`config.mk`:
```
export PLATFORM = sky130hd
export DESIGN_NAME = pattern_scan_arbiter
export DESIGN_NICKNAME = d
export VERILOG_FILES = /design/src/rtl/pattern_scan_arbiter.sv
export SDC_FILE = /design/constraint.sdc
export NUM_CORES = 1
export LEC_CHECK = 0
export ABC_CLOCK_PERIOD_IN_PS = 3140
export BUFFER_PORTS_ARGS = -buffer_cell sky130_fd_sc_hd__buf_2
export CAP_MARGIN = 30
export CORE_MARGIN = 5
export CORE_UTILIZATION = 56
export DETAILED_ROUTE_END_ITERATION = 16
export PLACE_DENSITY = 0.86
export SLEW_MARGIN = 20
export SYNTH_ARGS = -nofsm -noshare
export SYNTH_HDL_FRONTEND = slang
export SYNTH_SLANG_ARGS = --single-unit
export TNS_END_PERCENT = 30
```
`constraint.sdc`:
```
create_clock -name clk -period 3.14 [get_ports clk]
set_input_delay 0.471 -clock clk [delete_from_list [all_inputs] [get_ports clk]]
set_output_delay 0.471 -clock clk [all_outputs]
set_load 0.005 [all_outputs]
```
`src/rtl/pattern_scan_arbiter.sv`:
```
// pattern_scan_arbiter: round-robin arbiter sharing one serial pattern scanner.
// Build option: define OVERLAP_SCAN_EN to count overlapping matches.
module pattern_scan_arbiter #(
    parameter int NREQ    = 4,
    parameter int FRAME_W = 16,
    parameter int PAT_W   = 12,
    parameter logic [PAT_W-1:0] PAT_DEFAULT = 12'hEDB
) (
    input  logic                                    clk,
    input  logic                                    rst,
    input  logic [NREQ-1:0]                         req_valid,
    input  logic [NREQ*FRAME_W-1:0]                 req_data,
    output logic [NREQ-1:0]                         req_ready,
    input  logic                                    cfg_we,
    input  logic [PAT_W-1:0]                        cfg_pattern,
    output logic                                    busy,
    output logic                                    res_valid,
    input  logic                                    res_ready,
    output logic [$clog2(NREQ)-1:0]                 res_id,
    output logic                                    res_hit,
    output logic [$clog2(FRAME_W-PAT_W+2)-1:0]      res_count
);

    localparam int IDW = $clog2(NREQ);
    localparam int CW  = $clog2(FRAME_W - PAT_W + 2);
    localparam int BW  = $clog2(FRAME_W + 2);

    typedef enum logic [1:0] {
        IDLE   = 2'd0,
        SCAN   = 2'd1,
        REPORT = 2'd2
    } state_t;

    state_t           state;
    state_t           next;
    logic [IDW-1:0]   rr;
    logic [FRAME_W-1:0] frame;
    logic [PAT_W-1:0] window;
    logic [PAT_W-1:0] pattern;
    logic [PAT_W-1:0] cand;
    logic [BW-1:0]    bit_cnt;
    logic [BW-1:0]    bits_seen;
    logic [IDW-1:0]   grant_id;
    logic             grant_any;
    logic             take;
    logic             match;

    // Round-robin pick: lowest offset after rr wins, so scan offsets high to low.
    always_comb begin
        grant_id  = '0;
        grant_any = 1'b0;
        for (int k = NREQ; k >= 1; k--) begin
            if (req_valid[(int'(rr) + k) % NREQ]) begin
                grant_any = 1'b1;
                grant_id  = IDW'((int'(rr) + k) % NREQ);
            end
        end
    end

    assign take  = (state == IDLE) && !rst && !cfg_we && grant_any;
    assign cand  = PAT_W'({window, frame[FRAME_W-1]});
    assign match = (state == SCAN)
                && (int'(bits_seen) + 1 >= PAT_W)
                && (cand == pattern);
    assign res_hit = (res_count != '0);

    // State register.
    always_ff @(posedge clk) begin
        if (rst) state <= IDLE;
        else     state <= next;
    end

    // Next-state decode and handshake outputs.
    always_comb begin
        next      = state;
        req_ready = '0;
        busy      = (state != IDLE);
        res_valid = (state == REPORT);
        unique case (state)
            IDLE: begin
                if (take) begin
                    req_ready = NREQ'(1) << grant_id;
                    next      = SCAN;
                end
            end
            SCAN: begin
                if (bit_cnt == BW'(FRAME_W - 1)) next = REPORT;
            end
            REPORT: begin
                if (res_ready) next = IDLE;
            end
            default: next = IDLE;
        endcase
    end

    // Frame capture, serial scan and result bookkeeping.
    always_ff @(posedge clk) begin
        if (rst) begin
            pattern   <= PAT_DEFAULT;
            rr        <= IDW'(NREQ - 1);
            frame     <= '0;
            window    <= '0;
            bit_cnt   <= '0;
            bits_seen <= '0;
            res_id    <= '0;
            res_count <= '0;
        end else if (state == IDLE) begin
            if (cfg_we) begin
                pattern <= cfg_pattern;
            end else if (take) begin
                frame     <= req_data[int'(grant_id)*FRAME_W +: FRAME_W];
                res_id    <= grant_id;
                rr        <= grant_id;
                window    <= '0;
                bit_cnt   <= '0;
                bits_seen <= '0;
                res_count <= '0;
            end
        end else if (state == SCAN) begin
            frame   <= frame << 1;
            window  <= cand;
            bit_cnt <= bit_cnt + BW'(1);
            if (match) res_count <= res_count + CW'(1);
`ifdef OVERLAP_SCAN_EN
            bits_seen <= bits_seen + BW'(1);
`else
            if (match) bits_seen <= '0;
            else       bits_seen <= bits_seen + BW'(1);
`endif
        end
    end

endmodule

```
# --- Word level (Yosys, flattened, before mapping) ---
# Index checks and enable logic that the tools add are counted.
word_totals:
  regBits: 58
  input_bits: 84
  output_inout_bits: 12
op_classes:
  add_sub_neg: 8
  order_cmp: 5
  eq_ne: 8
  shift: 2
  muxes: 46
  bitwise_logic: 5
  n_reduce_logical: 21
ops:
  columns: ["op", "count"]
  rows:
  - ["16-bit 2-to-1 mux", 4]
  - ["64-bit by 7-bit variable part select with 16-bit output", 1]
  - ["11-bit 2-to-1 mux", 4]
  - ["5-bit 2-to-1 mux", 7]
  - ["3-bit by 4-bit less-than comparator with 1-bit output (second input constant)", 4]
  - ["3-bit 2-to-1 mux", 5]
  - ["2-bit 2-to-1 mux", 7]
  - ["12-bit equality test", 1]
  - ["1-bit 2-to-1 mux", 12]
  - ["5-bit by 1-bit adder with 5-bit output (second input constant)", 2]
  - ["3-bit AND reduction", 3]
  - ["1-bit binary-select mux with 2-bit select", 4]
  - ["4-bit 2-to-1 mux", 2]
  - ["2-bit OR reduction", 4]
  - ["5-bit by 1-bit adder with 6-bit output (second input constant)", 1]
  - ["6-bit by 4-bit >= comparator with 1-bit output (second input constant)", 1]
  - ["2-bit one-hot mux with 3 select lines", 1]
  - ["2-bit nonzero test", 3]
  - ["5-bit by 4-bit equality test with 1-bit output (second input constant)", 1]
  - ["1-bit logical AND", 5]
  - ["2-bit by 1-bit adder with 2-bit output (second input constant)", 2]
  - ["2-bit adder (second input constant)", 2]
  - ["1-bit AND (first input constant)", 4]
  - ["2-bit by 1-bit inequality test with 1-bit output (second input constant)", 2]
  - ["other kinds (11)", 13]

# --- Longest topological paths before layout ---
# Gate-level depths: netlist (run 1).
depth:
  word_depth: 14
  ltp_mapped: 8
  ltp_nobuf: 6

# --- Worst setup path after synthesis (run 1) ---
# OpenSTA, ideal clock, no wires.
synth_path:
  path_kind: "reg-to-output"
  startpoint: "register state[0]"
  endpoint: "output port req_ready[2]"
  arrival_ns: 1.726
  required_time_ns: 2.669
  slack_ns: 0.943
  stages_incl_launch_ff: 9
  n_path_buf: 3
  path_cell_list: "dfxtp_1 clkbuf_1 nor2_1 inv_1 clkbuf_1 clkbuf_1 nor2_1 nand2_1 nor2_1"
synth_between:
  elab_chain_len: 6
synth_lines:
  columns: ["element", "line", "text"]
  rows:
  - ["start, declared", "34", "state_t state;"]
  - ["start signal, assigned", "70", "else state <= next;"]
  - ["2-bit zero test *", "60, 79", null]
  - ["1-bit logical AND (3 in series)", "60", "assign take = (state == IDLE) && !rst && !cfg_we && grant_any;"]
  - ["4-bit 2-to-1 mux", "81", "if (take) begin"]
  - ["4-bit 2-to-1 mux *", "79", "unique case (state)"]
  - ["end, declared", "13", "output logic [NREQ-1:0] req_ready,"]
# Every way passes the cells marked *; elsewhere a longest branch is shown, timed or not.

# --- Worst setup path in the final report (run 1) ---
# Same ends and word-level chain as after synthesis.

==> results of run 1 <==
## worst reg2reg max path, cell delays in order (launching register included)
cell	delay, ns
dfxtp_1	0.37
ha_1	0.28
nor2b_1	0.14
a221oi_1	0.08
or4_1	0.70
or4_4	0.57
o211ai_2	0.08
## Yosys cell counts, drive strengths merged (11+ instances only)
cell / n
nor3: 34
a22oi: 14
nor2: 31
nor4: 12
clkbuf: 30
and3: 12
a21oi: 25
or4: 11
dfxtp: 58
o21ai: 12
nand2: 24
## cell usage in the layout (no fill, tap or decap), types with 2 or more instances in the layout
| cell type | count |
|---|---|
| o22ai_1 | 6 |
| nor4_1 | 11 |
| a32oi_1 | 2 |
| bufinv_16 | 3 |
| xnor2_1 | 4 |
| nor4b_1 | 2 |
| nor2_1 | 30 |
| inv_6 | 2 |
| buf_2 | 95 |
| nand3_1 | 8 |
| and3_1 | 12 |
| a221oi_1 | 2 |
| or3_1 | 8 |
| a211o_1 | 10 |
| o21ai_0 | 12 |
| clkinv_4 | 2 |
| a21o_1 | 2 |
| dfxtp_1 | 58 |
| o31ai_1 | 8 |
| clkbuf_8 | 9 |
| nand2b_1 | 6 |
| nand4_1 | 2 |
| nand2_1 | 24 |
| nor2b_1 | 4 |
| nor3_1 | 34 |
| xor2_1 | 10 |
| or4_1 | 10 |
| a32o_1 | 9 |
| a21oi_1 | 25 |
| or2_2 | 9 |
| ha_1 | 6 |
| nand3b_1 | 2 |
| a22oi_1 | 14 |
| inv_1 | 7 |
| buf_4 | 8 |
| o32ai_1 | 6 |
| mux2i_1 | 3 |
## metal layers
metal | up-vias | wire (um)
met5 | - | 0
met4 | 0 | 216
met3 | 25 | 741
met2 | 163 | 4160
met1 | 1611 | 3810
li1 | 1640 | -
## power groups by stage
stage / Clock [W] / Combinational (W) / Sequential, W
detailed placement: 0 / 0.000359 / 0.000824
CTS: 0.000872 / 0.000362 / 0.000807
global placement: 0 / 0.000351 / 0.000822
finish: 0.000865 / 0.000366 / 0.000808
global route: 0.000908 / 0.000405 / 0.000812
floorplan: 0 / 0.000247 / 0.000813
## flip-flops by register name (all words and copies together) (netlist names)
name and flops:
bits_seen 5, rr 2, state 2, bit_cnt 5, pattern 12, res_id 2, res_count 3, window 11
frame 16
## path summary, 6_finish.rpt
check / start / end / slack [ns] / depth (start not counted)
setup / recovery: state[0] / req_ready[2] / 0.59 / 8
hold reg to reg: frame[12] / frame[12] / 0.46 / 2
setup reg to reg: bits_seen[0] / res_count[2] / 0.85 / 6
hold / removal: cfg_pattern[5] / pattern[5] / 0.39 / 3
## metrics by stage
stage               instance area (sq um)  total power (W)  hold WS (ns)
finish                               3950          0.00204         0.386
global route                         3950          0.00213         0.398
CTS                                  3950          0.00204         0.376
detailed placement                   3700          0.00118         0.446
global placement                     3700          0.00117         0.438
floorplan                            3200          0.00106         0.425
## logic make-up after synthesis
| logic type | synth area share [%] |
|---|---|
| compound gates | 23.1 |
| buf+inv | 4.88 |
| xor+xnor | 3.83 |
| flops | 36.2 |
| mux | 1.29 |
| simple gates | 28.3 |
| fa+ha+maj | 2.34 |
## area by class of cell
type                            count  area (sq um)  share of cell area, %
Timing Repair Buffer              103           536                   13.5
Sequential cell                    58          1160                   29.4
Multi-Input combinational cell    295          1890                   47.8
Tap cell                           72          90.1                   2.28
Inverter                            7          26.3                  0.665
Clock buffer                        9           124                   3.13
Clock inverter                      7           125                   3.16
==> reports/results.txt, run 1 <==
Status -> finished, final reports clean
Max Root-Sink Buffers -> 2
Synth top area share -> 36.3%
Congestion Overflow GR -> 0
Sequential share of power -> 39.6%
First-pass GRT wire length -> 14900 um
Util after Layout -> 71.4%
Clock tree root buffer cell -> clkbuf_8
FP Rows -> 27
Area leader, netlist -> dfxtp_1
Port Buffers -> 95
Fmax -> 392 MHz
PwrDens -> 516 nW/um^2
GRT Overall Usage -> 25.0%
Clock Power Share -> 42.4%
Pre-Repair DR Iteration Count -> 5
Post-CTS Hold Buffers -> 0
Largest net degree at the start of global routing -> 52
Postcts setup bufs -> 0
Yosys warnings -> 0
Crit. End Element -> output port
M1 GR Usage -> 33.3%
Crit path max-delay family -> simple AND/OR/NAND/NOR gates
FFs w/ async S/R, synth -> 0%
Synth Net Count -> 484
Vias/cell -> 6.24
Top_reg_cell synth -> dfxtp_1
Leak Pwr -> 1.68 nW
Ant diodes -> 0
Worst rel slew slack -> 56.3%
H-Tree Depth -> 3
Syn avg cell area -> 8.13 sq um
Final setup violation count -> 0
Post-Syn Area -> 3200 sq um
CP Max Fanout -> 25
Critical path type -> reg2out
Resized cells post-CTS -> 0
Clock latency on the worst-skew pair -> 0.34 ns
Final Hold Fails -> 0
Routed len/inst -> 16.2 um
Area of the core -> 5540 sq um
Placed insts -> 535
Buf/Inv on CP -> 4
I/O pin cnt -> 96
Die W -> 85.6 um
Drt first-iter violations -> 279
Met2 usage -> 38.8%
Internal power -> 0.00146 W
Final cycle utilization of the critical path -> 81.3%
#FFs+latches synth -> 58
Crit path top cell by count -> nor2_1
Post-route ant nets -> 0
Required @ worst endpoint -> 2.67 ns
Post-Synthesis Cells -> 394
Post-route setup slack -> 0.588 ns
Clk slew on worst S/H paths -> 0.07 ns
Slowest CP cell -> nor2_1
Data arrival time of the critical path -> 2.08 ns
Final HPWL DP -> 6270 um
DRC -> 0
Share of cells above drive strength 1 -> 28.2%
Worst Hold Class -> in2reg
Vias post-DR -> 3439
Global routing's busiest layer -> met2
Placer Congestion -> 0.861
Post-Route WL -> 8920 um
Post-synthesis sequential area ratio -> 36.2%
Sw Pwr -> 0.000575 W
Die Height -> 85.6 um
Setup TNS -> 0 ns
Vias in the first global route -> 3207
Cell Count, Final, Fillers Out -> 551
Largest cells by area after synthesis -> dfxtp_1 36%, nor3_1 5.3%, a21oi_1 3.9%, clkbuf_1 3.5%, nor2_1 3.5%
CTS sink cnt -> 58
CTS Buf Count -> 9
Worst VDD drop -> 0.391 mV
Logic gate share of total power -> 18.0%
M3 GR Usage -> 5.19%
Switch share -> 28.2%
EDFF count, synth -> 0
RSZ-0062 raised after global routing -> false
Max Cap Viol -> 0
Starting density of the core -> 57.8%
Full die area -> 7330 sq um
# fillers -> 423
Initial antenna violation count -> 0
Slew Limit Fails -> 0
Count of different cell masters after synthesis -> 48
Worst-case clock skew -> 0.00647 ns
P&R area growth vs syn -> 23.4%
Final layout net count -> 564
Tmin final -> 2.55 ns
CTS tree -> built
CP startpoint kind -> flip-flop
Placement Setup Slack -> 0.818 ns
Worst-path cell chain -> buf_4 > nor2_1 > buf_4 > inv_1 > nor2_1 > nand2_1 > nor2_1 > buf_2
Slew @ Worst Pin -> 0.654 ns
Biggest cell delay along the critical path -> 0.40 ns
(Power assumes the default switching activity.)
==> run 2: changes to the inputs <==
Settings changed: ABC_CLOCK_PERIOD_IN_PS 3140 to 2500, CORE_UTILIZATION 56 to 52, PLACE_DENSITY 0.86 to 0.8.
Clock period 3.14 ns to 2.5 ns, I/O delays scaled along.
==> run 2 against run 1 <==
Against the previous run: die area grew 6.8%; combinational power grew 29%; design area shrank 0.16%.
==> reports/results.txt, run 2 (synthesis gave the netlist of run 1 again) <==
Status -> finished, final reports clean (unchanged)
Setup TNS -> 0 ns (unchanged)
Slew Limit Fails -> 0 (unchanged)
Data arrival time of the critical path -> 1.93 ns (was 2.08 ns)
H-Tree Depth -> 3 (unchanged)
Tmin final -> 2.30 ns
Cell Count, Final, Fillers Out -> 561 (was 551)
Die Height -> 88.5 um (was 85.6 um)
Slew @ Worst Pin -> 0.623 ns (was 0.654 ns)
Most frequent cells in the layout -> 95 x buf_2, 58 x dfxtp_1, 34 x nor3_1, 30 x nor2_1, 25 x a21oi_1 (unchanged)
Vias post-DR -> 3416 (was 3439)
Full die area -> 7830 sq um (was 7330 sq um)
Vias in the first global route -> 3071 (was 3207)
CTS tree -> built (unchanged)
Worst-path cell chain -> nand2_1 > a31oi_1 > nand2_1 > and3_1 > buf_2 (was buf_4 > nor2_1 > buf_4 > inv_1 > nor2_1 > nand2_1 > nor2_1 > buf_2)
First-pass GRT wire length -> 14300 um (was 14900 um)
Top Registers -> frame: 16 flops, pattern: 12 flops, window: 11 flops (unchanged)
Worst Hold Class -> in2reg (unchanged)
Resized cells post-CTS -> 0 (unchanged)
Placed insts -> 545 (was 535)
Leak Pwr -> 1.67 nW (was 1.68 nW)
Logic gate share of total power -> 20.6% (was 18.0%)
Placer Congestion -> 0.876 (was 0.861)
I/O pin cnt -> 96 (unchanged)
Final setup violation count -> 0 (unchanged)
Starting density of the core -> 53.8% (was 57.8%)
Port Buffers -> 95 (unchanged)
Flop2flop setup slack -> 0.34 ns (was 0.85 ns)
DRC -> 0 (unchanged)
Required @ worst endpoint -> 2.12 ns (was 2.67 ns)
Drt first-iter violations -> 270 (was 279)
Min-delay src -> cfg_pattern[5] (unchanged)
Final cycle utilization of the critical path -> 92.1%
Biggest cell delay along the critical path -> 0.45 ns (was 0.40 ns)
R2R Path Start -> bits_seen[0] (unchanged)
Routed len/inst -> 15.8 um (was 16.2 um)
Congestion Overflow GR -> 0 (unchanged)
Critical path type -> reg2out (unchanged)
P&R area growth vs syn -> 23.2% (was 23.4%)
R2r worst-path depth -> 6 (unchanged)
Max Cap Viol -> 0 (unchanged)
Sw Pwr -> 0.000724 W (was 0.000575 W)
Final Hold Fails -> 0 (unchanged)
Worst VDD drop -> 0.424 mV (was 0.391 mV)
Max Root-Sink Buffers -> 2 (unchanged)
Final layout net count -> 571 (was 564)
Fmax -> 434 MHz
Clock latency on the worst-skew pair -> 0.34 ns (about the same)
Finished Cell Area -> 3950 sq um (about the same)
Top reg by flops -> frame (unchanged)
Ant diodes -> 0 (unchanged)
GRT Overall Usage -> 23.3% (was 25.0%)
Post-Route WL -> 8860 um (was 8920 um)
Clock Power Share -> 35.3% (was 42.4%)
CP Max Fanout -> 21 (was 25)
Worst-case clock skew -> 0.00650 ns (was 0.00647 ns)
RSZ-0062 raised after global routing -> false (unchanged)
Worst rel slew slack -> 58.4% (was 56.3%)
Switch share -> 31.5% (was 28.2%)
CTS sink cnt -> 58 (unchanged)
Post-DP Area -> 3760 sq um (was 3700 sq um)
Max reg flops -> 16 (unchanged)
Hold WS -> 0.280 ns (was 0.386 ns)
Hold Crit Endpoint -> pattern[5] (unchanged)
Slowest CP cell -> dfxtp_1 (was nor2_1)
PwrDens -> 582 nW/um^2 (was 516 nW/um^2)
Reg2Reg Capture Point -> res_count[2] (unchanged)
Die W -> 88.5 um (was 85.6 um)
CP startpoint kind -> flip-flop (unchanged)
Initial antenna violation count -> 0 (unchanged)
Post-route ant nets -> 0 (unchanged)
Pwr Total -> 0.00230 W (was 0.00204 W)
Commonest non-fill, non-tap cell in the layout -> buf_2 (unchanged)
Largest net degree at the start of global routing -> 42 (was 52)
Postcts setup bufs -> 0 (unchanged)
Area of the core -> 5960 sq um (was 5540 sq um)
Hold path depth -> 3 (unchanged)
Final HPWL DP -> 6270 um (about the same)
Clock tree root buffer cell -> clkbuf_8 (unchanged)
Sequential share of power -> 44.1% (was 39.6%)
Clk slew on worst S/H paths -> 0.08 ns (was 0.07 ns)
Post-CTS Hold Buffers -> 0 (unchanged)
Crit path top cell by count -> nand2_1 (was nor2_1)
CTS Buf Count -> 9 (unchanged)
Pre-Repair DR Iteration Count -> 5 (unchanged)
Crit. End Element -> output port (unchanged)
Vias/cell -> 6.09 (was 6.24)
Internal power -> 0.00157 W (was 0.00146 W)
Share of cells above drive strength 1 -> 29.2% (was 28.2%)
FP Rows -> 28 (was 27)
run 2: cell types whose count changed in the layout (fill, tap and decap cells not counted), sizes merged:
cell	previous run	this run
inv	9	10
buf	103	110
clkinv	2	0
bufinv	3	0
clkbuf	9	10
clkinvlp	0	3
run 2: stage by stage:
| step | setup slack, ns | util (%) |
|---|---|---|
| CTS | 0.205 | 66.3 |
| floorplan | 0.399 | - |
| finish | 0.197 | 66.3 |
| global route | 0.0300 | 66.3 |
| detailed placement | 0.325 | 63.2 |
| global placement | 0.337 | 63.0 |
run 2: power by group through the flow:
stage / combinational, W / clock, W / sequential (W)
after floorplan: 0.000310 / 0 / 0.00102
after global placement: 0.000456 / 0 / 0.00103
after detailed placement: 0.000468 / 0 / 0.00103
after CTS: 0.000470 / 0.000823 / 0.00101
after global routing: 0.000528 / 0.000857 / 0.00102
final: 0.000473 / 0.000812 / 0.00101
run 2: layout make-up:
class,count,area [sq um]
fillers,502,2010
multi-input cells,295,1890
flip-flops and latches,58,1160
repair buffers,110,588
clock buffers,10,138
well taps,75,93.8
clock inverters,6,48.8
inverters,7,26.3
run 2: worst max-delay path by stage:
stage / endpoint / start / cells after the start / slack (ns)
floorplan: req_ready[2] / state[0] / 8 / 0.40
global placement: frame[14] / req_valid[1] / 7 / 0.34
detailed placement: frame[14] / req_valid[1] / 7 / 0.32
CTS: req_ready[0] / state[0] / 6 / 0.21
global route: req_ready[1] / rr[1] / 5 / 0.03
finish: req_ready[1] / rr[1] / 5 / 0.20
run 2: worst max-delay path, delay by kind of cell (launching register included):
kind | cells | cell delay [ns]
AND/OR/NAND/NOR | 3 | 0.82
AO/OA/AOI/OAI | 1 | 0.19
buffers and inverters | 1 | 0.12
flip-flops | 1 | 0.45
run 2: routing by layer:
| metal | wire length, um | vias up | GRT usage [%] | part of all wire (%) |
|---|---|---|---|---|
| met5 | 0 | - | 0 | 0 |
| met4 | 108 | 0 | 7.55 | 1.2 |
| met3 | 719 | 14 | 6.80 | 8.1 |
| met2 | 4120 | 148 | 36.1 | 46 |
| met1 | 3910 | 1585 | 31.4 | 44 |
| li1 | - | 1669 | - | - |
